<file path="src/rtl/mem_arb_pkg.sv">
// mem_arb_pkg
//   Shared types for the memory port arbiter. It holds the default memory
//   geometry, the requester identity and the response tag that travels
//   down the read-latency pipe.
package mem_arb_pkg;

  localparam int DEFAULT_ADDR_W = 13;
  localparam int DEFAULT_DATA_W = 16;

  // Identity of the unit that owns an access.
  typedef enum logic [0:0] {
    OWN_FETCH = 1'b0,
    OWN_DATA  = 1'b1
  } owner_e;

  // One pipe slot: a read in flight and the unit that gets its data.
  typedef struct packed {
    logic   valid;
    owner_e owner;
  } resp_tag_t;

  localparam resp_tag_t TAG_IDLE = '{valid: 1'b0, owner: OWN_FETCH};

  // Build the tag for the access issued this cycle. Writes and idle
  // cycles go down the pipe as empty slots.
  function automatic resp_tag_t make_tag(input logic is_read, input owner_e who);
    resp_tag_t t;
    t.valid = is_read;
    t.owner = who;
    return t;
  endfunction

endpackage

</file>
<file path="src/rtl/mem_resp_pipe.sv">
// mem_resp_pipe
//   Carries a {valid, owner} tag alongside each access for MEM_LATENCY
//   clocks, then registers the memory read data into the owner's
//   rvalid/rdata pair. rdata holds its last value while rvalid is low.
// Ports:
//   clk, rst_n            clock, asynchronous active-low reset
//   issue_tag             tag of the access the memory samples this edge
//   mem_dout              memory read data (douta)
//   if_rvalid, if_rdata   fetch response
//   d_rvalid,  d_rdata    data-unit response
module mem_resp_pipe
  import mem_arb_pkg::*;
#(
  parameter int DATA_W      = DEFAULT_DATA_W,
  parameter int MEM_LATENCY = 1              // legal range 1..3
) (
  input  logic              clk,
  input  logic              rst_n,
  input  resp_tag_t         issue_tag,
  input  logic [DATA_W-1:0] mem_dout,
  output logic              if_rvalid,
  output logic [DATA_W-1:0] if_rdata,
  output logic              d_rvalid,
  output logic [DATA_W-1:0] d_rdata
);

  resp_tag_t         tag_r [MEM_LATENCY];
  resp_tag_t         tail_s;
  logic              tail_fetch_s;
  logic              tail_data_s;
  logic              if_rvalid_r;
  logic              d_rvalid_r;
  logic [DATA_W-1:0] if_rdata_r;
  logic [DATA_W-1:0] d_rdata_r;

  // Tag shift register; stage 0 is loaded on the edge that samples the address.
  always_ff @(posedge clk or negedge rst_n) begin
    if (!rst_n) begin
      for (int i = 0; i < MEM_LATENCY; i++) begin
        tag_r[i] <= TAG_IDLE;
      end
    end else begin
      tag_r[0] <= issue_tag;
      for (int i = 1; i < MEM_LATENCY; i++) begin
        tag_r[i] <= tag_r[i-1];
      end
    end
  end

  // The last stage lines up with valid douta for the access it describes.
  always_comb begin
    tail_s       = tag_r[MEM_LATENCY-1];
    tail_fetch_s = 1'b0;
    tail_data_s  = 1'b0;
    if (tail_s.valid) begin
      tail_fetch_s = (tail_s.owner == OWN_FETCH);
      tail_data_s  = (tail_s.owner == OWN_DATA);
    end else begin
      tail_fetch_s = 1'b0;
      tail_data_s  = 1'b0;
    end
  end

  // Response registers: a one-cycle rvalid pulse, data captured only for the owner.
  always_ff @(posedge clk or negedge rst_n) begin
    if (!rst_n) begin
      if_rvalid_r <= 1'b0;
      d_rvalid_r  <= 1'b0;
      if_rdata_r  <= '0;
      d_rdata_r   <= '0;
    end else begin
      if_rvalid_r <= tail_fetch_s;
      d_rvalid_r  <= tail_data_s;
      if (tail_fetch_s) begin
        if_rdata_r <= mem_dout;
      end
      if (tail_data_s) begin
        d_rdata_r <= mem_dout;
      end
    end
  end

  assign if_rvalid = if_rvalid_r;
  assign if_rdata  = if_rdata_r;
  assign d_rvalid  = d_rvalid_r;
  assign d_rdata   = d_rdata_r;

endmodule

</file>
<file path="src/rtl/mem_port_arbiter.sv">
// mem_port_arbiter
//   Shares one single-port block memory between the instruction-fetch unit
//   and the data/stack-spill unit. One access is issued per cycle; on a tie
//   the unit that did not win last time is granted. Read data is steered
//   back to its requester after the memory read latency.
// Ports:
//   clk, rst_n                      clock (also memory clka), async active-low reset
//   if_req, if_addr                 fetch read request
//   if_gnt                          fetch accepted this cycle (combinational)
//   if_rvalid, if_rdata             fetch response
//   d_req, d_we, d_addr, d_wdata    data-unit request (read or write)
//   d_gnt                           data request accepted this cycle (combinational)
//   d_rvalid, d_rdata               data-unit read response
//   mem_we, mem_addr, mem_din       memory wea/addra/dina
//   mem_dout                        memory douta
module mem_port_arbiter
  import mem_arb_pkg::*;
#(
  parameter int ADDR_W      = DEFAULT_ADDR_W,
  parameter int DATA_W      = DEFAULT_DATA_W,
  parameter int MEM_LATENCY = 1
) (
  input  logic              clk,
  input  logic              rst_n,
  input  logic              if_req,
  input  logic [ADDR_W-1:0] if_addr,
  output logic              if_gnt,
  output logic              if_rvalid,
  output logic [DATA_W-1:0] if_rdata,
  input  logic              d_req,
  input  logic              d_we,
  input  logic [ADDR_W-1:0] d_addr,
  input  logic [DATA_W-1:0] d_wdata,
  output logic              d_gnt,
  output logic              d_rvalid,
  output logic [DATA_W-1:0] d_rdata,
  output logic              mem_we,
  output logic [ADDR_W-1:0] mem_addr,
  output logic [DATA_W-1:0] mem_din,
  input  logic [DATA_W-1:0] mem_dout
);

  owner_e            last_winner_r;
  logic              grant_fetch_s;
  logic              grant_data_s;
  logic              mem_we_s;
  logic [ADDR_W-1:0] mem_addr_s;
  logic [DATA_W-1:0] mem_din_s;
  resp_tag_t         issue_tag_s;

  // Round-robin grant: a lone requester always wins, a tie goes to the
  // unit that did not win the previous grant.
  always_comb begin
    grant_fetch_s = 1'b0;
    grant_data_s  = 1'b0;
    if (if_req && d_req) begin
      if (last_winner_r == OWN_DATA) begin
        grant_fetch_s = 1'b1;
      end else begin
        grant_data_s = 1'b1;
      end
    end else if (if_req) begin
      grant_fetch_s = 1'b1;
    end else if (d_req) begin
      grant_data_s = 1'b1;
    end else begin
      grant_fetch_s = 1'b0;
      grant_data_s  = 1'b0;
    end
  end

  // Last-winner register; only moves when something is granted.
  always_ff @(posedge clk or negedge rst_n) begin
    if (!rst_n) begin
      last_winner_r <= OWN_DATA;
    end else if (grant_fetch_s) begin
      last_winner_r <= OWN_FETCH;
    end else if (grant_data_s) begin
      last_winner_r <= OWN_DATA;
    end
  end

  // Memory drive from the granted port; the memory samples it on the next edge.
  // Fetch is read-only, so a fetch grant never writes.
  always_comb begin
    mem_we_s    = 1'b0;
    mem_addr_s  = '0;
    mem_din_s   = '0;
    issue_tag_s = TAG_IDLE;
    if (grant_fetch_s) begin
      mem_addr_s  = if_addr;
      issue_tag_s = make_tag(1'b1, OWN_FETCH);
    end else if (grant_data_s) begin
      mem_we_s    = d_we;
      mem_addr_s  = d_addr;
      mem_din_s   = d_wdata;
      issue_tag_s = make_tag(!d_we, OWN_DATA);
    end else begin
      mem_we_s    = 1'b0;
      mem_addr_s  = '0;
      mem_din_s   = '0;
      issue_tag_s = TAG_IDLE;
    end
  end

  assign if_gnt   = grant_fetch_s;
  assign d_gnt    = grant_data_s;
  assign mem_we   = mem_we_s;
  assign mem_addr = mem_addr_s;
  assign mem_din  = mem_din_s;

  mem_resp_pipe #(
    .DATA_W      (DATA_W),
    .MEM_LATENCY (MEM_LATENCY)
  ) u_resp_pipe (
    .clk       (clk),
    .rst_n     (rst_n),
    .issue_tag (issue_tag_s),
    .mem_dout  (mem_dout),
    .if_rvalid (if_rvalid),
    .if_rdata  (if_rdata),
    .d_rvalid  (d_rvalid),
    .d_rdata   (d_rdata)
  );

endmodule

</file>
<file path="config.mk">
export PLATFORM = sky130hd
export DESIGN_NAME = mem_port_arbiter
export DESIGN_NICKNAME = d
export VERILOG_FILES = /design/src/rtl/mem_arb_pkg.sv /design/src/rtl/mem_resp_pipe.sv /design/src/rtl/mem_port_arbiter.sv
export SDC_FILE = /design/constraint.sdc
export NUM_CORES = 1
export LEC_CHECK = 0
export BUFFER_PORTS_ARGS = -buffer_cell sky130_fd_sc_hd__clkbuf_2
export CAP_MARGIN = 15
export CORE_ASPECT_RATIO = 0.8
export CORE_MARGIN = 2
export CORE_UTILIZATION = 40
export CTS_BUF_LIST = sky130_fd_sc_hd__clkbuf_16
export CTS_CLUSTER_SIZE = 24
export DETAILED_ROUTE_END_ITERATION = 12
export GPL_TIMING_DRIVEN = 0
export PLACE_DENSITY = 0.85
export SETUP_SLACK_MARGIN = 0.3
export SYNTH_ARGS = -nofsm -noshare
export SYNTH_HDL_FRONTEND = slang
export SYNTH_SLANG_ARGS = --single-unit
</file>
<file path="constraint.sdc">
create_clock -name clk -period 1.9 [get_ports clk]
set_clock_uncertainty 0.15 [all_clocks]
set_input_delay 0.285 -clock clk [delete_from_list [all_inputs] [get_ports clk]]
set_output_delay 0.285 -clock clk [all_outputs]
set_load 0.02 [all_outputs]
</file>
Word-level counts from Yosys, hierarchy flattened
Index checks and enable logic that the tools add are counted.
Widths: inputs -> output; s select.
{"block": "totals", "regBits": 37, "out_inout_bits": 66, "word_cells": 30}
{"block": "classes", "n_mux": 19, "bitwise": 1, "reduce_logical": 3}
{"operator": "$mux 16", "n": 2}
{"operator": "$mux 13", "n": 2}
{"operator": "$mux 1", "n": 13}
{"operator": "$mux 2", "n": 2}
{"operator": "$reduce_bool 2->1", "n": 1}
{"operator": "$logic_and 1x1->1", "n": 1}
{"operator": "$logic_not 1->1", "n": 1}
{"operator": "$not 1->1", "n": 1}

Depth between registers and ports, before layout
Gate-level depths: netlist of the first run.
{"block": "depth", "ltp_word": 5, "depth_mapped": 4}

By module
From an unflattened synthesis of the first run, not the netlist that was laid out.
{"block": "unflattened", "hier_cells": 120, "area_unflattened_um2": 1734.2}
{"mod": "mem_resp_pipe", "instances": 1, "cells_per_inst": 75, "area_each_um2": 1351.3}
{"mod": "mem_port_arbiter", "instances": 1, "cells_per_inst": 45, "area_each_um2": 382.9}

Worst setup path after synthesis of the first run
Ideal clock, no wire load.
{"block": "synth_timing", "path_kind": "reg-to-output", "startpoint": "reg last_winner_r", "endpoint": "out mem_addr[10]", "arrival_ns": 1.169, "required_time_ns": 1.465, "path_slack_ns": 0.296, "stages_incl_launch_ff": 5, "path_buffers": 2, "path_cell_list": "dfstp_2 > nand2b_1 > buf_6 > buf_6 > a32o_1"}
{"block": "synth_between", "elab_chain_len": 4, "elab_cells_between_ends": 6}
{"element": "start, declared", "line": "mem_port_arbiter.sv:43", "text": "owner_e last_winner_r;"}
{"element": "start signal, assigned", "line": "mem_port_arbiter.sv:75", "text": "last_winner_r <= OWN_DATA;"}
{"element": "start signal, assigned", "line": "mem_port_arbiter.sv:77", "text": "last_winner_r <= OWN_FETCH;"}
{"element": "start signal, assigned", "line": "mem_port_arbiter.sv:79", "text": "last_winner_r <= OWN_DATA;"}
{"element": "$mux 1", "line": "mem_port_arbiter.sv:57", "text": "if (last_winner_r == OWN_DATA) begin"}
{"element": "$mux 1", "line": "mem_port_arbiter.sv:56", "text": "if (if_req && d_req) begin"}
{"element": "$mux 13", "line": "mem_port_arbiter.sv:93", "text": "end else if (grant_data_s) begin"}
{"element": "$mux 13 *", "line": "mem_port_arbiter.sv:90", "text": "if (grant_fetch_s) begin"}
{"element": "end, declared", "line": "mem_port_arbiter.sv:38", "text": "output logic [ADDR_W-1:0] mem_addr,"}
Mark *: on every way between the ends. The rest lies on a longest branch, timed or not.

Final worst setup path of the first run
{"block": "layout_timing", "startpoint": "reg last_winner_r", "endpoint": "out mem_addr[7]"}
Same word-level chain as after synthesis.

==> results.cfg, run 1 <==
[finish]
final_cell_mix = 95 x clkbuf_2, 36 x dfrtp_1, 25 x buf_8
nets = 325
drive_above_1_share_pct = 81.3
synthToLayoutAreaGrowth_pct = 76.5
antenna_cells = 0
fin_area_um2 = 3040
final_common_cell = clkbuf_2
final_core_util_pct = 73.1
nFillCells = 288

[cts]
cts_tree = yes
cts.sinks = 37
cts_buffers = 5
clkTransAtPathRegs_ns = 0.05
cts_root_buf = clkbuf_16
clock_latency_ns = 0.28
hold_buffers = 0
htreeDepth = 2
cts.path.max_buffers = 2

[routing]
wl_met1_um = 1840
dr_wl_met3_um = 388
final_antenna_net_count = 0
wire_per_inst_um = 15.5
drt_iter0_markers = 46
maxUsedRoutingLayer = met4
vias = 1545
drc = 0
drtPass1Iterations = 4
drt_wl_total_um = 4950
route.met2.wl_um = 2690
vias_per_cell = 4.84

[worst_hold_path]
hp-class = in2async

[placed_design]
hpwlAfterDp_um = 3320
portBuffers = 127
placed_area_um2 = 2440
gp_congestion = 0.841
place_ws_ns = 0.162

[synthesis]
synthesis.area_um2 = 1720
syn_inst = 121
synth_cell_types = 17
yosys_warnings = 0
ys_ff_latch = 37
synthesis.nets = 184
ys_seq_area_share_pct = 53.9
avgSynthCellArea_um2 = 14.2

[critical_path]
worstSetupStartpoint = last_winner_r
crit_fanout = 5
crit_end = mem_addr[7]
regToRegStartpoint = u_resp_pipe.tag_r[0]
rr_worst_depth = 3
required_ns = 1.46
worstSetupPathType = reg2out
crit_path_start_kind = flip-flop
crit_arrival_ns = 1.52
endpoint_kind = output pin
r2r-end = u_resp_pipe.d_rdata[6]
r2r_slack_ns = 0.41

[grt]
antenna_found_initial = 0
grt_pass1_vias = 1759
grt_max_degree = 38
grt_pass1_wl_um = 8070
grt.total_usage_pct = 21.1
globalRouteOverflowTotal = 0

[sta]
max-slew-margin-rel_pct = 40.5
fmax_mhz = 511
post-route-min-period_ns = 1.96
setup_viol = 14
drv_slew = 0
rsz0062_at_grt = yes
timing.final.hold_violations = 36
timing.hold.ws_ns = -0.0230
fin_crit_sh_pct = 103
worstMarginPinSlew_ns = 0.892
fin_ws_ns = -0.0555

[power]
vdd_ir_drop_max_v = 0.000585
power_density_nw_per_um2 = 961
leakage_nw = 1.61

[die]
io_pins = 129
die_w_um = 77.3
num_rows = 21
dieArea_um2 = 4840
initial_core_util_pct = 41.4
core_area_um2 = 4150
die_h_um = 62.7

[outcome]
violations = negative hold slack, negative setup slack
status = finished, violations left

[job]
drv_cap = 0
==> cells by family (layout without fill, tap and decap cells) <==
| family | after synthesis | after routing | synth area share [%] |
|---|---|---|---|
| buffers and inverters | 14 | 155 | 5.67 |
| flip-flops | 37 | 37 | 53.9 |
| AO/OA/AOI/OAI | 17 | 17 | 9.89 |
| multiplexers | 32 | 32 | 22.9 |
| AND/OR/NAND/NOR | 21 | 21 | 7.64 |
==> power breakdown <==
part / switching (mW) / internal, mW
Sequential: 0.0894 / 0.956
Combinational: 0.549 / 0.562
Clock: 0.288 / 0.475
==> worst min-delay path by stage <==
stage                     start                 endpoint  slack (ns)  cells past startpoint
after global placement    rst_n   u_resp_pipe.d_rdata[4]        0.28                      1
after global routing      rst_n  u_resp_pipe.if_rdata[7]        0.05                      1
after CTS                 rst_n  u_resp_pipe.if_rdata[2]       0.006                      1
after detailed placement  rst_n   u_resp_pipe.d_rdata[4]        0.29                      1
final                     rst_n  u_resp_pipe.if_rdata[4]       -0.02                      1
after floorplan           rst_n   u_resp_pipe.d_rdata[0]       -0.16                      0
==> cell type report <==
type,instances,area (um2),share of cell area (%)
Buffer,10,106,3.50
Inverter,4,15.0,0.494
Multi-Input combinational cell,70,759,25.0
Timing Repair Buffer,134,1020,33.6
Clock inverter,2,12.5,0.412
Sequential cell,37,927,30.5
Tap cell,57,71.3,2.35
Clock buffer,5,125,4.12
==> critical path: stages (launching register included) <==
cell	delay [ns]
dfstp_2	0.57
nand2b_4	0.13
buf_6	0.11
buf_6	0.10
a32o_2	0.21
buf_8	0.12
==> per-layer routing <==
metal	vias to the layer above	GRT usage, %
met5	-	0
met4	0	4.02
met3	4	7.08
met2	80	39.6
met1	747	23.3
li1	714	-
==> synth_stat cells (all sizes together) <==
library cell  number  area, um2
nand2              1       6.26
clkbuf             1       3.75
a21boi             2       26.3
buf                9       78.8
nand2b             2       12.5
a22o               1       8.76
and2              18        113
a32o              13        130
o21ai              1       5.00
inv                4       15.0
dfstp              1       26.3
mux2              32        394
dfrtp             36        901
==> stage by stage <==
| stage | cells | TNS, ns | total power, mW | hold slack, ns |
|---|---|---|---|---|
| after floorplan | 121 | 0 | 1.63 | -0.161 |
| after global placement | 305 | 0 | 1.95 | 0.283 |
| after detailed placement | 305 | 0 | 1.98 | 0.294 |
| after CTS | 318 | -0.797 | 2.89 | 0.00562 |
| after global routing | 319 | -1.51 | 3.07 | 0.0499 |
| final | 319 | -0.467 | 2.92 | -0.0230 |
==> timing repair <==
| item | 4_1_cts | 5_1_grt |
|---|---|---|
| pin swaps | 18 | 14 |
| setup buffers | 3 | 1 |
| endpoints found under the setup margin | 32 | 32 |
| cloned | 3 | 0 |
| resized for setup | 80 | 50 |
==> sequential cells by signal (all words and copies together) (netlist names) <==
| name | flops |
|---|---|
| u_resp_pipe.d_rdata | 16 |
| u_resp_pipe.if_rdata | 16 |
| u_resp_pipe.tag_r | 2 |
| last_winner_r | 1 |
| u_resp_pipe.d_rvalid | 1 |
| u_resp_pipe.if_rvalid | 1 |
No activity file was read; power rests on OpenSTA's default activity.
==> inputs of run 2 (changes only) <==
--- a/config.mk
+++ b/config.mk
@@ -9,12 +9,13 @@
 export CAP_MARGIN = 15
 export CORE_ASPECT_RATIO = 0.8
 export CORE_MARGIN = 2
-export CORE_UTILIZATION = 40
-export CTS_BUF_LIST = sky130_fd_sc_hd__clkbuf_16
+export CORE_UTILIZATION = 41
+export CTS_BUF_LIST = sky130_fd_sc_hd__clkbuf_4
 export CTS_CLUSTER_SIZE = 24
 export DETAILED_ROUTE_END_ITERATION = 12
 export GPL_TIMING_DRIVEN = 0
-export PLACE_DENSITY = 0.85
+export HOLD_SLACK_MARGIN = 0.06
+export PLACE_DENSITY = 0.87
 export SETUP_SLACK_MARGIN = 0.3
 export SYNTH_ARGS = -nofsm -noshare
 export SYNTH_HDL_FRONTEND = slang
==> results.cfg, run 2 (synthesis gave the netlist of run 1 again) <==
[finish]
drive_above_1_share_pct = 76.5
final_core_util_pct = 76.4
nets = 344
synthToLayoutAreaGrowth_pct = 82.1
fin_area_um2 = 3130
final_cell_mix = 95 x clkbuf_2, 36 x dfrtp_1, 28 x buf_8
nFillCells = 249
final-instance-count-excl-fill = 338
antenna_cells = 0
final_common_cell = clkbuf_2

[grt]
antenna_found_initial = 0
grt_pass1_wl_um = 7730
grt_pass1_vias = 1689
grt.total_usage_pct = 21.7
grt_max_degree = 38
globalRouteOverflowTotal = 0

[critical_path]
crit_path_start_kind = flip-flop
crit_arrival_ns = 1.60
crit_fanout = 7
endpoint_kind = output pin
worstSetupPathType = reg2out
required_ns = 1.46

[power]
vdd_ir_drop_max_v = 0.000401
p_sw_share_pct = 34.7
power_density_nw_per_um2 = 828
power_mw = 2.60
combPwrFrac_pct = 44.3
p_int_mw = 1.69
clockPowerShare_pct = 15.4
leakage_nw = 1.65
pwr-share-seq_pct = 40.3
p_switching_mw = 0.901

[sta]
post-route-min-period_ns = 2.03
timing.final.hold_violations = 0
setup_viol = 26
fmax_mhz = 492
fin_crit_sh_pct = 107
rsz0062_at_grt = yes
drv_slew = 0
fin_ws_ns = -0.131
max-slew-margin-rel_pct = 42.0
worstMarginPinSlew_ns = 0.870

[die]
num_rows = 21
dieArea_um2 = 4730
initial_core_util_pct = 42.0
io_pins = 129
die_w_um = 76.4
die_h_um = 61.9
core_area_um2 = 4100

[cts]
cts_root_buf = clkbuf_4
cts.sinks = 37
htreeDepth = 2
cts.path.max_buffers = 2
clock_latency_ns = 0.33
clkTransAtPathRegs_ns = 0.11
cts_tree = yes
cts_buffers = 5

[placed_design]
hpwlAfterDp_um = 3140
placed_area_um2 = 2440
gp_congestion = 0.805
dp_cells = 305
portBuffers = 127

[routing]
final_antenna_net_count = 0
vias_per_cell = 4.89
drt_wl_total_um = 5380
drc = 0
drt_iter0_markers = 32
vias = 1653
wire_per_inst_um = 15.9
drtPass1Iterations = 4

[job]
drv_cap = 0

[outcome]
violations = negative setup slack
status = finished, violations left

[worst_hold_path]
hp-class = in2reg
## run 2: changes by cell type in the layout (fill, tap and decap cells not counted), moves of 2 or more
cell           change
buf_8              +3
clkbuf_8           -2
clkbuf_16          -5
buf_4              +2
dlygate4sd3_1     +17
clkbuf_4           +6
## run 2: power groups by stage
stage | clock network (mW) | logic (mW) | registers [mW]
6_report | 0.399 | 1.15 | 1.05
5_1_grt | 0.462 | 1.21 | 1.06
4_1_cts | 0.414 | 1.08 | 1.04
3_5_place_dp | 0 | 0.916 | 1.06
3_3_place_gp | 0 | 0.904 | 1.05
2_1_floorplan | 0 | 0.383 | 1.25
## run 2: metrics by stage
stage	hold slack (ns)	TNS, ns	worst slack (ns)
after global placement	0.285	0	0.189
after detailed placement	0.293	0	0.188
final	0.112	-1.51	-0.131
after global routing	0.100	-3.77	-0.186
after CTS	0.0669	-1.94	-0.144
after floorplan	-0.161	0	0.340
## run 2: layout make-up
type                            instances  area [um2]  area share (%)
Timing Repair Buffer                  153        1200            38.4
Sequential cell                        37         927            29.6
Multi-Input combinational cell         70         757            24.2
Buffer                                 10         106            3.39
Tap cell                               57        71.3            2.28
Clock buffer                            6        45.0            1.44
Inverter                                4        15.0           0.479
Clock inverter                          1        8.76           0.280
## run 2: final timing paths
path / startpoint / endpoint / slack, ns / depth (start not counted)
worst max register to register: u_resp_pipe.tag_r[0] / u_resp_pipe.d_rdata[3] / 0.41 / 3
max in group asynchronous: rst_n / u_resp_pipe.d_rdata[11] / 0.62 / 2
min in group asynchronous: rst_n / u_resp_pipe.d_rdata[3] / 0.43 / 2
worst min register to register: u_resp_pipe.d_rdata[5] / u_resp_pipe.d_rdata[5] / 0.36 / 1
worst min-delay path: d_req / u_resp_pipe.tag_r[0] / 0.11 / 2
worst max-delay path: last_winner_r / mem_addr[0] / -0.13 / 5
## run 2: routing by layer
layer	wire (um)	up-vias	GRT usage, %
met1	1990	788	22.9
met3	347	17	4.77
met2	2850	89	42.4
met4	193	0	11.4
li1	-	759	-
met5	0	-	0
## run 2: worst max-delay path, cell delays in order (launching register included)
cell      delay, ns
dfstp_2        0.58
nand2b_4       0.13
buf_6          0.12
buf_4          0.10
a32o_1         0.20
buf_6          0.13
## run 2: what timing repair did
action	4_1_cts	5_1_grt
setup endpoints to repair	32	32
pin swaps	24	7
hold buffers	17	0
hold endpoints to repair	68	0
buffers inserted	2	3
resized for setup	85	44
cloned	4	0
